==> config.mk <==
export PLATFORM = sky130hd
export DESIGN_NAME = uart_cmd_frame_tx
export DESIGN_NICKNAME = d
export VERILOG_FILES = /design/src/rtl/uart_cmd_pkg.sv /design/src/rtl/uart_byte_ser.sv /design/src/rtl/uart_cmd_frame_tx.sv
export SDC_FILE = /design/constraint.sdc
export NUM_CORES = 1
export LEC_CHECK = 0
export CAP_MARGIN = 10
export CORE_MARGIN = 5
export CORE_UTILIZATION = 50
export DETAILED_ROUTE_END_ITERATION = 8
export GPL_TIMING_DRIVEN = 0
export PLACE_DENSITY = 0.7
export SLEW_MARGIN = 10
export SYNTH_ARGS = -nofsm -noshare
export SYNTH_HDL_FRONTEND = slang
export SYNTH_SLANG_ARGS = --single-unit
==> constraint.sdc <==
create_clock -name CLK -period 2.8 [get_ports CLK]
set_input_delay 0.28 -clock CLK [delete_from_list [all_inputs] [get_ports CLK]]
set_output_delay 0.28 -clock CLK [all_outputs]
set_load 0.01 [all_outputs]
==> src/rtl/uart_cmd_pkg.sv <==
// Shared definitions for the host-side UART command source: command encodings,
// protocol opcodes and per-command byte counts.
package uart_cmd_pkg;

  typedef enum logic [1:0] {
    CMD_REG_WR  = 2'd0,
    CMD_REG_RD  = 2'd1,
    CMD_ALU_OP  = 2'd2,
    CMD_ALU_NOP = 2'd3
  } cmd_type_e;

  localparam logic [7:0] OPC_REG_WR  = 8'hAA;
  localparam logic [7:0] OPC_REG_RD  = 8'hBB;
  localparam logic [7:0] OPC_ALU_OP  = 8'hCC;
  localparam logic [7:0] OPC_ALU_NOP = 8'hDD;

  localparam int NBYTES_REG_WR  = 3;
  localparam int NBYTES_REG_RD  = 2;
  localparam int NBYTES_ALU_OP  = 4;
  localparam int NBYTES_ALU_NOP = 2;

  // Substituted whenever the requested prescale is too small to frame a bit.
  localparam int DEFAULT_PRESCALE = 8;

  function automatic logic [1:0] last_byte_idx(input cmd_type_e t);
    logic [1:0] idx;
    case (t)
      CMD_REG_WR: idx = 2'(NBYTES_REG_WR - 1);
      CMD_REG_RD: idx = 2'(NBYTES_REG_RD - 1);
      CMD_ALU_OP: idx = 2'(NBYTES_ALU_OP - 1);
      default:    idx = 2'(NBYTES_ALU_NOP - 1);
    endcase
    return idx;
  endfunction

endpackage

==> src/rtl/uart_byte_ser.sv <==
// Single-byte UART serializer: start, LSB-first data, optional parity, stop.
// A new byte may be launched from idle or in the last cycle of the stop bit.
module uart_byte_ser #(
  parameter int DATA_WIDTH      = 8,
  parameter int PRESCALER_WIDTH = 6
) (
  input  logic                       clk,
  input  logic                       rst_n,
  input  logic                       byte_vld,
  input  logic [DATA_WIDTH-1:0]      byte_data,
  input  logic                       par_en,
  input  logic                       par_typ,
  input  logic [PRESCALER_WIDTH-1:0] prescale,
  output logic                       tx_out,
  output logic                       byte_done
);

  localparam int BCW = $clog2(DATA_WIDTH) + 1;

  typedef enum logic [2:0] {
    BS_IDLE,
    BS_START,
    BS_DATA,
    BS_PARITY,
    BS_STOP
  } bit_state_e;

  bit_state_e                 state_q, state_d;
  logic [PRESCALER_WIDTH-1:0] pcnt_q, pcnt_d;
  logic [BCW-1:0]             bcnt_q, bcnt_d;
  logic [DATA_WIDTH-1:0]      shift_q, shift_d;
  logic                       par_q, par_d;
  logic                       tx_q, tx_d;
  logic                       bit_end;

  assign bit_end   = (pcnt_q == prescale - 1'b1);
  assign byte_done = (state_q == BS_STOP) && bit_end;
  assign tx_out    = tx_q;

  always_comb begin
    state_d = state_q;
    pcnt_d  = '0;
    bcnt_d  = bcnt_q;
    shift_d = shift_q;
    par_d   = par_q;
    tx_d    = tx_q;
    if (state_q != BS_IDLE) begin
      pcnt_d = bit_end ? '0 : pcnt_q + 1'b1;
    end
    case (state_q)
      BS_IDLE: tx_d = 1'b1;
      BS_START: begin
        if (bit_end) begin
          state_d = BS_DATA;
          tx_d    = shift_q[0];
          shift_d = shift_q >> 1;
          bcnt_d  = '0;
        end
      end
      BS_DATA: begin
        if (bit_end) begin
          if (bcnt_q == BCW'(DATA_WIDTH - 1)) begin
            state_d = par_en ? BS_PARITY : BS_STOP;
            tx_d    = par_en ? par_q : 1'b1;
          end else begin
            bcnt_d  = bcnt_q + 1'b1;
            tx_d    = shift_q[0];
            shift_d = shift_q >> 1;
          end
        end
      end
      BS_PARITY: begin
        if (bit_end) begin
          state_d = BS_STOP;
          tx_d    = 1'b1;
        end
      end
      BS_STOP: begin
        if (bit_end) begin
          state_d = BS_IDLE;
          tx_d    = 1'b1;
        end
      end
      default: state_d = BS_IDLE;
    endcase
    // Launch overrides the stop->idle exit so consecutive bytes abut.
    if (byte_vld && ((state_q == BS_IDLE) || byte_done)) begin
      state_d = BS_START;
      tx_d    = 1'b0;
      pcnt_d  = '0;
      shift_d = byte_data;
      par_d   = (^byte_data) ^ par_typ;
    end
  end

  always_ff @(posedge clk or negedge rst_n) begin
    if (!rst_n) begin
      state_q <= BS_IDLE;
      pcnt_q  <= '0;
      bcnt_q  <= '0;
      shift_q <= '0;
      par_q   <= 1'b0;
      tx_q    <= 1'b1;
    end else begin
      state_q <= state_d;
      pcnt_q  <= pcnt_d;
      bcnt_q  <= bcnt_d;
      shift_q <= shift_d;
      par_q   <= par_d;
      tx_q    <= tx_d;
    end
  end

endmodule

==> src/rtl/uart_cmd_frame_tx.sv <==
// Host-side command source: registers one command, sequences its protocol bytes
// through the byte serializer, and reports ready/busy/done around the transfer.
module uart_cmd_frame_tx
  import uart_cmd_pkg::*;
#(
  parameter int DATA_WIDTH      = 8,
  parameter int ADDR_WIDTH      = 4,
  parameter int PRESCALER_WIDTH = 6,
  parameter int GAP_BITS        = 0
) (
  input  logic                       CLK,
  input  logic                       RST,
  input  logic                       CMD_VLD,
  output logic                       CMD_RDY,
  input  logic [1:0]                 CMD_TYPE,
  input  logic [ADDR_WIDTH-1:0]      CMD_ADDR,
  input  logic [DATA_WIDTH-1:0]      CMD_WDATA,
  input  logic [DATA_WIDTH-1:0]      CMD_OP_A,
  input  logic [DATA_WIDTH-1:0]      CMD_OP_B,
  input  logic [3:0]                 CMD_FUN,
  input  logic                       PAR_EN,
  input  logic                       PAR_TYP,
  input  logic [PRESCALER_WIDTH-1:0] Prescale,
  output logic                       TX_OUT,
  output logic                       BUSY,
  output logic                       FRAME_DONE
);

  localparam int GAP_CW = (GAP_BITS > 1) ? $clog2(GAP_BITS) : 1;

  typedef enum logic [1:0] {
    S_IDLE,
    S_LOAD,
    S_SEND,
    S_GAP
  } seq_state_e;

  seq_state_e                 state_q, state_d;
  cmd_type_e                  cmd_type_q, cmd_type_d;
  logic [ADDR_WIDTH-1:0]      addr_q, addr_d;
  logic [DATA_WIDTH-1:0]      wdata_q, wdata_d;
  logic [DATA_WIDTH-1:0]      op_a_q, op_a_d;
  logic [DATA_WIDTH-1:0]      op_b_q, op_b_d;
  logic [3:0]                 fun_q, fun_d;
  logic                       par_en_q, par_en_d;
  logic                       par_typ_q, par_typ_d;
  logic [PRESCALER_WIDTH-1:0] prescale_q, prescale_d;
  logic [1:0]                 byte_idx_q, byte_idx_d;
  logic [PRESCALER_WIDTH-1:0] gap_pcnt_q, gap_pcnt_d;
  logic [GAP_CW-1:0]          gap_bcnt_q, gap_bcnt_d;
  logic                       busy_q, busy_d;
  logic                       rdy_q, rdy_d;
  logic                       done_q, done_d;

  logic                       byte_vld;
  logic                       byte_done;
  logic [DATA_WIDTH-1:0]      byte_data;
  logic [1:0]                 launch_idx;
  logic                       more_bytes;
  logic                       gap_bit_end;
  logic                       gap_end;

  assign launch_idx  = (state_q == S_LOAD) ? 2'd0 : byte_idx_q + 2'd1;
  assign more_bytes  = (byte_idx_q != last_byte_idx(cmd_type_q));
  assign gap_bit_end = (gap_pcnt_q == prescale_q - 1'b1);
  assign gap_end     = (state_q == S_GAP) && gap_bit_end &&
                       (gap_bcnt_q == GAP_CW'(GAP_BITS - 1));
  assign byte_vld    = (state_q == S_LOAD) || gap_end ||
                       ((state_q == S_SEND) && byte_done && more_bytes && (GAP_BITS == 0));

  always_comb begin
    byte_data = '0;
    case (cmd_type_q)
      CMD_REG_WR: begin
        case (launch_idx)
          2'd0:    byte_data = DATA_WIDTH'(OPC_REG_WR);
          2'd1:    byte_data = DATA_WIDTH'(addr_q);
          default: byte_data = wdata_q;
        endcase
      end
      CMD_REG_RD: byte_data = (launch_idx == 2'd0) ? DATA_WIDTH'(OPC_REG_RD) : DATA_WIDTH'(addr_q);
      CMD_ALU_OP: begin
        case (launch_idx)
          2'd0:    byte_data = DATA_WIDTH'(OPC_ALU_OP);
          2'd1:    byte_data = op_a_q;
          2'd2:    byte_data = op_b_q;
          default: byte_data = DATA_WIDTH'(fun_q);
        endcase
      end
      default: byte_data = (launch_idx == 2'd0) ? DATA_WIDTH'(OPC_ALU_NOP) : DATA_WIDTH'(fun_q);
    endcase
  end

  always_comb begin
    state_d    = state_q;
    cmd_type_d = cmd_type_q;
    addr_d     = addr_q;
    wdata_d    = wdata_q;
    op_a_d     = op_a_q;
    op_b_d     = op_b_q;
    fun_d      = fun_q;
    par_en_d   = par_en_q;
    par_typ_d  = par_typ_q;
    prescale_d = prescale_q;
    byte_idx_d = byte_idx_q;
    gap_pcnt_d = gap_pcnt_q;
    gap_bcnt_d = gap_bcnt_q;
    busy_d     = busy_q;
    rdy_d      = rdy_q;
    done_d     = 1'b0;
    case (state_q)
      S_IDLE: begin
        if (CMD_VLD && rdy_q) begin
          state_d    = S_LOAD;
          cmd_type_d = cmd_type_e'(CMD_TYPE);
          addr_d     = CMD_ADDR;
          wdata_d    = CMD_WDATA;
          op_a_d     = CMD_OP_A;
          op_b_d     = CMD_OP_B;
          fun_d      = CMD_FUN;
          par_en_d   = PAR_EN;
          par_typ_d  = PAR_TYP;
          prescale_d = (Prescale < PRESCALER_WIDTH'(2)) ? PRESCALER_WIDTH'(DEFAULT_PRESCALE) : Prescale;
          byte_idx_d = 2'd0;
          busy_d     = 1'b1;
          rdy_d      = 1'b0;
        end
      end
      S_LOAD: state_d = S_SEND;
      S_SEND: begin
        if (byte_done) begin
          if (!more_bytes) begin
            state_d = S_IDLE;
            busy_d  = 1'b0;
            rdy_d   = 1'b1;
            done_d  = 1'b1;
          end else if (GAP_BITS == 0) begin
            byte_idx_d = byte_idx_q + 2'd1;
          end else begin
            state_d    = S_GAP;
            gap_pcnt_d = '0;
            gap_bcnt_d = '0;
          end
        end
      end
      S_GAP: begin
        if (gap_end) begin
          state_d    = S_SEND;
          byte_idx_d = byte_idx_q + 2'd1;
        end else if (gap_bit_end) begin
          gap_pcnt_d = '0;
          gap_bcnt_d = gap_bcnt_q + 1'b1;
        end else begin
          gap_pcnt_d = gap_pcnt_q + 1'b1;
        end
      end
      default: state_d = S_IDLE;
    endcase
  end

  always_ff @(posedge CLK or negedge RST) begin
    if (!RST) begin
      state_q    <= S_IDLE;
      cmd_type_q <= CMD_REG_WR;
      addr_q     <= '0;
      wdata_q    <= '0;
      op_a_q     <= '0;
      op_b_q     <= '0;
      fun_q      <= '0;
      par_en_q   <= 1'b0;
      par_typ_q  <= 1'b0;
      prescale_q <= '0;
      byte_idx_q <= '0;
      gap_pcnt_q <= '0;
      gap_bcnt_q <= '0;
      busy_q     <= 1'b0;
      rdy_q      <= 1'b1;
      done_q     <= 1'b0;
    end else begin
      state_q    <= state_d;
      cmd_type_q <= cmd_type_d;
      addr_q     <= addr_d;
      wdata_q    <= wdata_d;
      op_a_q     <= op_a_d;
      op_b_q     <= op_b_d;
      fun_q      <= fun_d;
      par_en_q   <= par_en_d;
      par_typ_q  <= par_typ_d;
      prescale_q <= prescale_d;
      byte_idx_q <= byte_idx_d;
      gap_pcnt_q <= gap_pcnt_d;
      gap_bcnt_q <= gap_bcnt_d;
      busy_q     <= busy_d;
      rdy_q      <= rdy_d;
      done_q     <= done_d;
    end
  end

  uart_byte_ser #(
    .DATA_WIDTH     (DATA_WIDTH),
    .PRESCALER_WIDTH(PRESCALER_WIDTH)
  ) u_byte_ser (
    .clk      (CLK),
    .rst_n    (RST),
    .byte_vld (byte_vld),
    .byte_data(byte_data),
    .par_en   (par_en_q),
    .par_typ  (par_typ_q),
    .prescale (prescale_q),
    .tx_out   (TX_OUT),
    .byte_done(byte_done)
  );

  assign CMD_RDY    = rdy_q;
  assign BUSY       = busy_q;
  assign FRAME_DONE = done_q;

endmodule

-- Word level (Yosys, flattened, before mapping)
Index checks and enable logic that the tools add are counted.
- register bits: 79
- bits in latches: 0
- bits in writable memories: 0
- bits in read-only memories: 0
- bits of input ports: 45
- output and inout port bits: 4
- word-level logic and storage cells: 151
- memories: 0
- $add $sub $neg: 6
- $mul: 0
- div/mod/pow operators: 0
- magnitude comparators: 1
- equality and inequality tests: 31
- shifts and indexed selects: 0
- mux-type cells: 57
- bitwise operators: 2
- reduce and logical (&&, ||, !) cells: 32
- operators by type and width (operator ; number):
    $mux W8 ; 6
    $pmux W8 S3 ; 2
    $pmux W8 S2 ; 2
    $mux W6 ; 5
    $mux W3 ; 7
    $reduce_and A4 Y1 ; 5
    $mux W2 ; 9
    $mux W1 ; 15
    $ne A3 B1 Y1 const B ; 5
    $pmux W3 S5 ; 1
    $ne A2 B2 Y1 const B ; 7
    $add A6 B1 Y6 const B ; 2
    $eq A6 B6 Y1 ; 2
    $mux W4 ; 3
    $reduce_bool A3 Y1 ; 3
    $eq A2 B2 Y1 const B ; 4
    $pmux W2 S4 ; 1
    $pmux W4 S2 ; 1
    $reduce_xor A8 Y1 ; 1
    $logic_and A1 B1 Y1 ; 7
    $eq A2 B1 Y1 const B ; 3
    $eq A3 B2 Y1 const B ; 2
    $logic_not A2 Y1 ; 3
    $lt A6 B2 Y1 const B ; 1
    other kinds (26) ; 32

-- Longest topological paths before layout
Gate-level depths: netlist of run 1.
- depth in word-level cells: 9
- depth in mapped cells: 9
- depth with buffers taken out: 9

-- Hierarchy
A second synthesis of run 1 with hierarchy kept.
- cells, all modules: 506
- area, all modules: 4505.6 µm²
- modules (own cells, without submodules) (module ; instances ; cells an instance ; area each (µm²) ; sequential area each (µm²)):
    uart_cmd_frame_tx ; 1 ; 358 ; 3000.4 ; 1402.6
    uart_byte_ser ; 1 ; 148 ; 1505.2 ; 576.8

-- Worst setup path after synthesis of run 1
OpenSTA, ideal clock, no wires.
- path kind: register to register
- from: reg prescale_q[0]
- to: reg u_byte_ser.shift_q[7]
- library setup time: 128 ps
- arrival time: 2303 ps
- data required time: 2672 ps
- setup slack: 370 ps
- stages on the path, launching flop included: 10
- buffers on the path: 0
- period minus slack after synthesis: 2430 ps
- cell sequence: dfrtp_1 > inv_1 > ha_1 > and2_1 > o21a_1 > o31ai_4 > a41oi_4 > nor3_4 > nand2_4 > mux2_1
- longest elaborated chain between the ends: 9
- elaborated cells between the ends (all ways): 18
- those cells by class: add/sub (1); eq/ne (5); mux (1); reduce/logical (11)
- ends and longest elaborated chain (item ; RTL line ; RTL):
    from (decl) ; uart_cmd_frame_tx.sv:47 ; logic [PRESCALER_WIDTH-1:0] prescale_q, prescale_d;
    from (signal assigned) ; uart_cmd_frame_tx.sv:189 ; prescale_q <= prescale_d;
    $sub A6 B1 Y6 (*) ; uart_byte_ser.sv:36, uart_cmd_frame_tx.sv:65 ;
    $eq A6 B6 Y1, on equally long branches ; uart_cmd_frame_tx.sv:65, uart_byte_ser.sv:36 ;
    $logic_and A1 B1 Y1, on equally long branches ; uart_cmd_frame_tx.sv:66, uart_byte_ser.sv:37 ;
    $logic_and A1 B1 Y1, on equally long branches ; uart_cmd_frame_tx.sv:66, uart_cmd_frame_tx.sv:69 ;
    $logic_or A1 B1 Y1 / $logic_and A1 B1 Y1 (equally long branches) ; uart_cmd_frame_tx.sv:68, uart_cmd_frame_tx.sv:69 ;
    $logic_or A1 B1 Y1 ; uart_cmd_frame_tx.sv:68 ; assign byte_vld = (state_q == S_LOAD) || gap_end ||
    $logic_and A1 B1 Y1 ; uart_byte_ser.sv:87 ; if (byte_vld && ((state_q == BS_IDLE) || byte_done)) begin
    $ne A3 B3 Y1 (no line) (tied with other cells) ; - ;
    $reduce_and A4 Y1 (no line) ; - ;
    to (signal assigned) ; uart_byte_ser.sv:108 ; shift_q <= shift_d;
    to (decl) ; uart_byte_ser.sv:31 ; logic [DATA_WIDTH-1:0] shift_q, shift_d;
Every way passes the cells marked *; elsewhere a longest branch is shown, timed or not.
A chain may end at the register's enable or synchronous reset.

-- Final worst setup path of run 1
Ends and elaborated chain as after synthesis.

==> metrics.txt, run 1 <==
status complete, no violations; Die Span Y 104 um; register bit total from synthesis slightly below 80; LEAKAGE 2.45 nW; syn_nets about 530; Synth Instances 480; TritonRoute pass-1 iters 4; Post-DP Area between 5000 and 6000 sq um; top_reg_cell synth dfrtp_1; RSZ-0062 raised after global routing false; Vias roughly 3600; Max Cap Viol 0; largest net degree at the start of global routing 49; Seq/Total Area, Yosys between 40% and 50%; Final min period between 2000 and 3000 ps; initial antenna violation count 0; placed insts roughly 640; clock skew around 15 ps; largest family of logic cells by synthesized area simple AND/OR/NAND/NOR gates; # diodes 0; H-Tree Depth 3; Area Growth Syn to Fin 19.8%; Final ANT Viol Nets 0; final non-filler cell total approximately 650; Initial DRC Count 220; Synth Area in Adders between 1 and 1.5%; clock edge transition at the registers on the reported setup and hold paths around 90 ps; max incr delay on CP roughly 430 ps; crit share post-route a little over 90%; hold crit path type in -> async; core area 8680 sq um; Crit Path Class reg -> reg; drt wl/cell between 15 and 20 um; clock sink count roughly 80; Die Wd ~100 um; Pint about 0.0032 W; Worst path slowest cell dfrtp_2; Synth Area in Simple Gates approximately 22%; vias in the first global route 3600; initial core utilization a little over 50%; Post-synth EDFFs 0; Synth cell types 69; VDD IR-drop max 0.476 mV; Max-slew headroom a little under three fifths; routability-driven placement congestion ratio 0.918; Vias/cell around 5.6; combinational share of power between 40% and 50%; drt drc 0; fin area 5330 sq um; final-report max-slew violation count 0; total track usage about a fifth; switching power 0.00208 W; Power Density roughly 1000 nW/um^2; Setup Total Neg Slack 0 ps; layout cell share with drive strength beyond 1 8.42%; Boundary Pins 49; Final Setup Violations 0; WP data required about 3000 ps; final hold vios 0; crit end category register; maximum root-to-sink buffer count 2; most common cell after layout, fill and taps aside nand2_1; Setup Slack @ Placement around 65 ps; hpwl dp just under 8 mm; FILL cells 779; Total Power 0.00531 W; multiplexer share of the synthesized area 6.95%; Synth async-reset ratio 100%; arrival time worst endpoint 2850 ps; Total Wirelength approximately 11 mm; Reg power frac 35.0%; Max Fclk roughly 380 MHz; critical-path cell list inv_1 -> ha_1 -> and2_1 -> o21a_1 -> o31ai_4 -> a41oi_4 -> nor3_4 -> nand2_4 -> mux2_1; Critical Path Source Type register; Least-Margin Pin Slew 648 ps; clock root buffer clkbuf_8; crit-path max FO 9; clock share of power around 18%; first-pass GRT wire length ~18 mm; final setup margin between 150 and 200 ps; Net Sw Frac approximately 40%; Mapped Area between 4000 and 5000 sq um; final net count between 500 and 600; GR Overflow Total 0; most frequent cells in the layout 131 x nand2_1, 76 x dfrtp_1, 47 x clkdlybuf4s50_1; Die Area about 11000 sq um; Syn Area/Cell approximately 9.3 sq um; xor/xnor share of the synthesized area around 7.2%; synth warn 0; CTS tree built; number of port buffers 48; clk_lat worst skew 360 ps; Synth Area in Compound Gates approximately 13%; site row count 34; Num CTS Buffers 9
[kinds of logic (layout without fill, tap and decap cells)]
logic type,after synthesis,after routing
adder cells (fa/ha/maj),5,5
AND/OR/NAND/NOR,219,219
buffers and inverters,39,105
XOR/XNOR,27,27
AO/OA/AOI/OAI,82,82
flip-flops,79,79
multiplexers,29,29
[synth_stat cells, types with 3 or more instances]
library cell | number | area [sq um]
nand2_1 | 131 | 492
dfrtp_1 | 77 | 1930
nor2_1 | 30 | 113
o21ai_0 | 23 | 115
mux2i_1 | 20 | 200
clkbuf_1 | 16 | 60.1
xor2_1 | 14 | 123
inv_1 | 10 | 37.5
nand3_1 | 10 | 50.1
nor3_1 | 8 | 40.0
nand2b_1 | 7 | 43.8
xnor2_1 | 7 | 61.3
o22ai_1 | 6 | 37.5
xnor3_1 | 6 | 135
a21oi_1 | 5 | 25.0
a22o_1 | 5 | 43.8
buf_2 | 5 | 25.0
nor2b_1 | 5 | 31.3
a211oi_1 | 4 | 30.0
and3_1 | 4 | 25.0
buf_4 | 4 | 30.0
ha_1 | 4 | 50.1
mux2_1 | 4 | 45.0
nand4_1 | 4 | 25.0
o211ai_1 | 4 | 30.0
a31oi_1 | 3 | 18.8
mux2_2 | 3 | 33.8
o21a_1 | 3 | 22.5
o22a_1 | 3 | 26.3
[worst max-delay path: cells and delay by family (launching register included)]
family                   cells  cell delay (ps)
multiplexers                 1              330
adder cells (fa/ha/maj)      1              280
flip-flops                   1              430
AO/OA/AOI/OAI                3              770
AND/OR/NAND/NOR              3              600
buffers and inverters        1               70
[flip-flops by register name, summed over array words and instances (netlist names)]
register,cells
u_byte_ser.state_q,3
u_byte_ser.par_q,1
gap_bcnt_q,1
wdata_q,8
op_a_q,8
FRAME_DONE,1
fun_q,4
op_b_q,8
addr_q,4
u_byte_ser.tx_out,1
BUSY,1
u_byte_ser.shift_q,8
par_typ_q,1
state_q,2
gap_pcnt_q,6
u_byte_ser.bcnt_q,4
CMD_RDY,1
byte_idx_q,2
prescale_q,6
par_en_q,1
u_byte_ser.pcnt_q,6
cmd_type_q,2
[area by class of cell]
class / count / area [sq um] / share of cell area, %
Buffer: 28 / 141 / 2.65
Clock buffer: 9 / 124 / 2.32
Clock inverter: 6 / 92.6 / 1.74
Inverter: 11 / 41.3 / 0.775
Multi-Input combinational cell: 362 / 2290 / 43.0
Sequential cell: 79 / 1980 / 37.2
Tap cell: 108 / 135 / 2.54
Timing Repair Buffer: 51 / 523 / 9.81
[worst paths after layout]
kind                                                           to  cells past startpoint  slack [ps]                      start
worst min register to register              op_b_q[5]$_DFFE_PN0P_                      2         490      op_b_q[5]$_DFFE_PN0P_
worst max-delay path            u_byte_ser.shift_q[7]$_DFFE_PN0P_                      9         180  prescale_q[0]$_DFFE_PN0P_
worst max register to register  u_byte_ser.shift_q[7]$_DFFE_PN0P_                      9         180  prescale_q[0]$_DFFE_PN0P_
worst min-delay path             u_byte_ser.bcnt_q[2]$_DFFE_PN0P_                      2         410                        RST
max in group asynchronous                     CMD_RDY$_DFFE_PN1P_                      3        1770                        RST
min in group CLK                            op_b_q[5]$_DFFE_PN0P_                      3         440                CMD_OP_B[5]
[through the flow]
step                hold slack, ps  utilization [%]
CTS                            414             61.3
detailed placement             256             58.7
global placement               462             58.4
global route                   438             61.4
finish                         406             61.4
floorplan                    -15.6                -
[power groups by stage]
stage | combinational (W) | clock (W) | sequential (W)
after global placement | 0.00239 | 0 | 0.00186
after floorplan | 0.00194 | 0 | 0.00178
final | 0.00251 | 0.000949 | 0.00186
after global routing | 0.00277 | 0.00102 | 0.00191
after CTS | 0.00249 | 0.000970 | 0.00185
after detailed placement | 0.00246 | 0 | 0.00187
[metal layers]
metal	track usage, %	share of wire (%)	up-vias
li1	-	-	1782
met1	28.7	47	1738
met2	29.6	46	102
met3	4.78	5.8	12
met4	5.55	1.4	0
met5	0	0	-
[repair_timing]
item	in CTS	in global routing
hold endpoints to repair	30	0
setup buffers	0	1
setup endpoints to repair	0	3
resized for setup	0	3
hold buffers	1	0
Power figures use the tool's default switching activity.
==> run 2, diff against run 1 <==
Clock period 2.8 ns to 3.1 ns, I/O delays scaled along.
==> run 2 against run 1 <==
Against the previous run: cell count shrank 0.15%; die area unchanged; largest power group unchanged; power shrank 10%; sequential power is 9.7% lower; via count rose by 0.28%; highest routed layer unchanged; routed wire length shrank 0.75%.
==> metrics.txt, run 2 (synthesis gave the netlist of run 1 again) <==
vias in the first global route 3600 (unchanged); Num CTS Buffers 9 (unchanged); Vias/cell 5.58 (was 5.56); layout cell share with drive strength beyond 1 7.89% (was 8.42%); Vias 3644 (was 3634); final hold vios 0 (unchanged); RR Startpoint state_q[1]$_DFFE_PN0P_ (was prescale_q[0]$_DFFE_PN0P_); RSZ-0062 raised after global routing false (unchanged); routability-driven placement congestion ratio 0.918 (unchanged); core area 8680 sq um (unchanged); status complete, no violations (unchanged); largest net degree at the start of global routing 49 (unchanged); CTS tree built (unchanged); Reg power frac 35.0% (about the same); crit share post-route 89.7% (was 93.6%); maximum root-to-sink buffer count 2 (unchanged); VDD IR-drop max 0.429 mV (was 0.476 mV); clock sink count 79 (unchanged); crit end category register (unchanged); Setup Buffers After CTS 0 (unchanged); drt wl/cell 16.0 um (was 16.1 um); hpwl dp 7.86 mm (unchanged); crit-path max FO 10 (was 9); Max-slew headroom 55.3% (was 56.4%); Die Span Y 104 um (unchanged); combinational share of power 47.1% (was 47.2%); drt drc 0 (unchanged); Max Fclk 359 MHz (was 382 MHz); clock share of power 17.9% (about the same); Die Area 10900 sq um (unchanged); Crit Path Class reg -> reg (unchanged); Final min period 2780 ps (was 2620 ps); FF-to-FF path depth 8 (was 9); Initial DRC Count 199 (was 220); hold crit path type in -> async (unchanged); Post-CTS Hold Fix Bufs 1 (unchanged); clock edge transition at the registers on the reported setup and hold paths 80 ps (was 90 ps); Die Wd 104 um (unchanged); WP data required 3340 ps (was 3030 ps); site row count 34 (unchanged); clock root buffer clkbuf_8 (unchanged); R2R Setup Slk 320 ps (was 180 ps); crit path from state_q[1]$_DFFE_PN0P_ (was prescale_q[0]$_DFFE_PN0P_); Total Wirelength 10.5 mm (was 10.6 mm); number of gates resized after cts 0 (unchanged); LEAKAGE 2.44 nW (was 2.45 nW); final net count 590 (was 591); Net Sw Frac 39.0% (was 39.1%); final non-filler cell total 653 (was 654); switching power 0.00187 W (was 0.00208 W); number of port buffers 48 (unchanged); Least-Margin Pin Slew 663 ps (was 648 ps); arrival time worst endpoint 3020 ps (was 2850 ps); GR Overflow Total 0 (unchanged); FF-to-FF End u_byte_ser.par_q$_DFFE_PN0P_ (was u_byte_ser.shift_q[7]$_DFFE_PN0P_); placed insts 637 (unchanged); most common cell after layout, fill and taps aside nand2_1 (unchanged); Pint 0.00292 W (was 0.00323 W); H-Tree Depth 3 (unchanged); Max Cap Viol 0 (unchanged); Boundary Pins 49 (unchanged); TritonRoute pass-1 iters 5 (was 4); FILL cells 781 (was 779); # diodes 0 (unchanged); initial core utilization 51.3% (unchanged); most frequent cells in the layout 131 x nand2_1, 77 x dfrtp_1, 47 x clkdlybuf4s50_1 (was 131 x nand2_1, 76 x dfrtp_1, 47 x clkdlybuf4s50_1); final-report max-slew violation count 0 (unchanged); first-pass GRT wire length 17.7 mm (unchanged); clk_lat worst skew 360 ps (about the same); Area Growth Syn to Fin 19.5% (was 19.8%); Power Density 899 nW/um^2 (was 997 nW/um^2); clock skew 12.0 ps (was 15.4 ps); total track usage 19.8% (unchanged); initial antenna violation count 0 (unchanged); worst hold slack 433 ps (was 406 ps); Final Setup Violations 0 (unchanged); Final ANT Viol Nets 0 (unchanged); Critical Path Source Type register (unchanged)
[run 2: cell count changes in the layout (fill, tap and decap cells not counted)]
cell | previous run | this run
a211oi_1 | 3 | 4
a211oi_2 | 1 | 0
buf_4 | 6 | 5
dfrtp_1 | 76 | 77
dfrtp_2 | 1 | 0
o21ai_0 | 22 | 23
o21ai_1 | 2 | 1
[run 2: per-stage QoR]
step / total power [W] / instance area (sq um) / setup slack, ps / utilization, % / TNS, ps
floorplan: 0.00336 / 4450 / 670 / - / 0
global placement: 0.00384 / 5060 / -1050 / 58.4 / -80700
detailed placement: 0.00392 / 5090 / 365 / 58.7 / 0
CTS: 0.00480 / 5320 / 325 / 61.3 / 0
global route: 0.00513 / 5320 / 164 / 61.3 / 0
finish: 0.00478 / 5320 / 318 / 61.3 / 0
[run 2: layout make-up]
class,count,area [sq um],area share [%]
multi-input cells,362,2290,43.0
flip-flops and latches,79,1980,37.2
repair buffers,50,515,9.70
plain buffers,28,141,2.66
well taps,108,135,2.54
clock buffers,9,124,2.33
clock inverters,6,92.6,1.74
inverters,11,41.3,0.777
[run 2: worst max-delay path, cell delays in order (launching register included)]
cell,delay (ps)
dfrtp_1,440
nand2b_1,190
buf_4,170
nand3_1,210
o22ai_1,110
o21ai_0,540
xnor3_1,550
xnor3_1,200
mux2_2,260
[run 2: power groups by stage]
| stage | logic, W | registers (W) | clock network [W] |
|---|---|---|---|
| after floorplan | 0.00175 | 0.00161 | 0 |
| after global placement | 0.00216 | 0.00168 | 0 |
| after detailed placement | 0.00223 | 0.00169 | 0 |
| after CTS | 0.00225 | 0.00167 | 0.000876 |
| after global routing | 0.00249 | 0.00172 | 0.000918 |
| final | 0.00225 | 0.00168 | 0.000855 |
[run 2: worst max path at each step]
stage                                              endpoint  cells after the start
after global routing      u_byte_ser.shift_q[7]$_DFFE_PN0P_                      9
after global placement                op_a_q[5]$_DFFE_PN0P_                      1
after detailed placement  u_byte_ser.shift_q[7]$_DFFE_PN0P_                      9
after CTS                 u_byte_ser.shift_q[7]$_DFFE_PN0P_                      9
final                          u_byte_ser.par_q$_DFFE_PN0P_                      8
after floorplan           u_byte_ser.shift_q[7]$_DFFE_PN0P_                      9
[run 2: metal layers]
layer	vias up	global-route usage (%)	part of all wire [%]
met4	0	5.55	1.4
met2	109	29.6	45
met5	-	0	0
met1	1739	28.7	48
met3	13	4.78	5.6
li1	1783	-	-
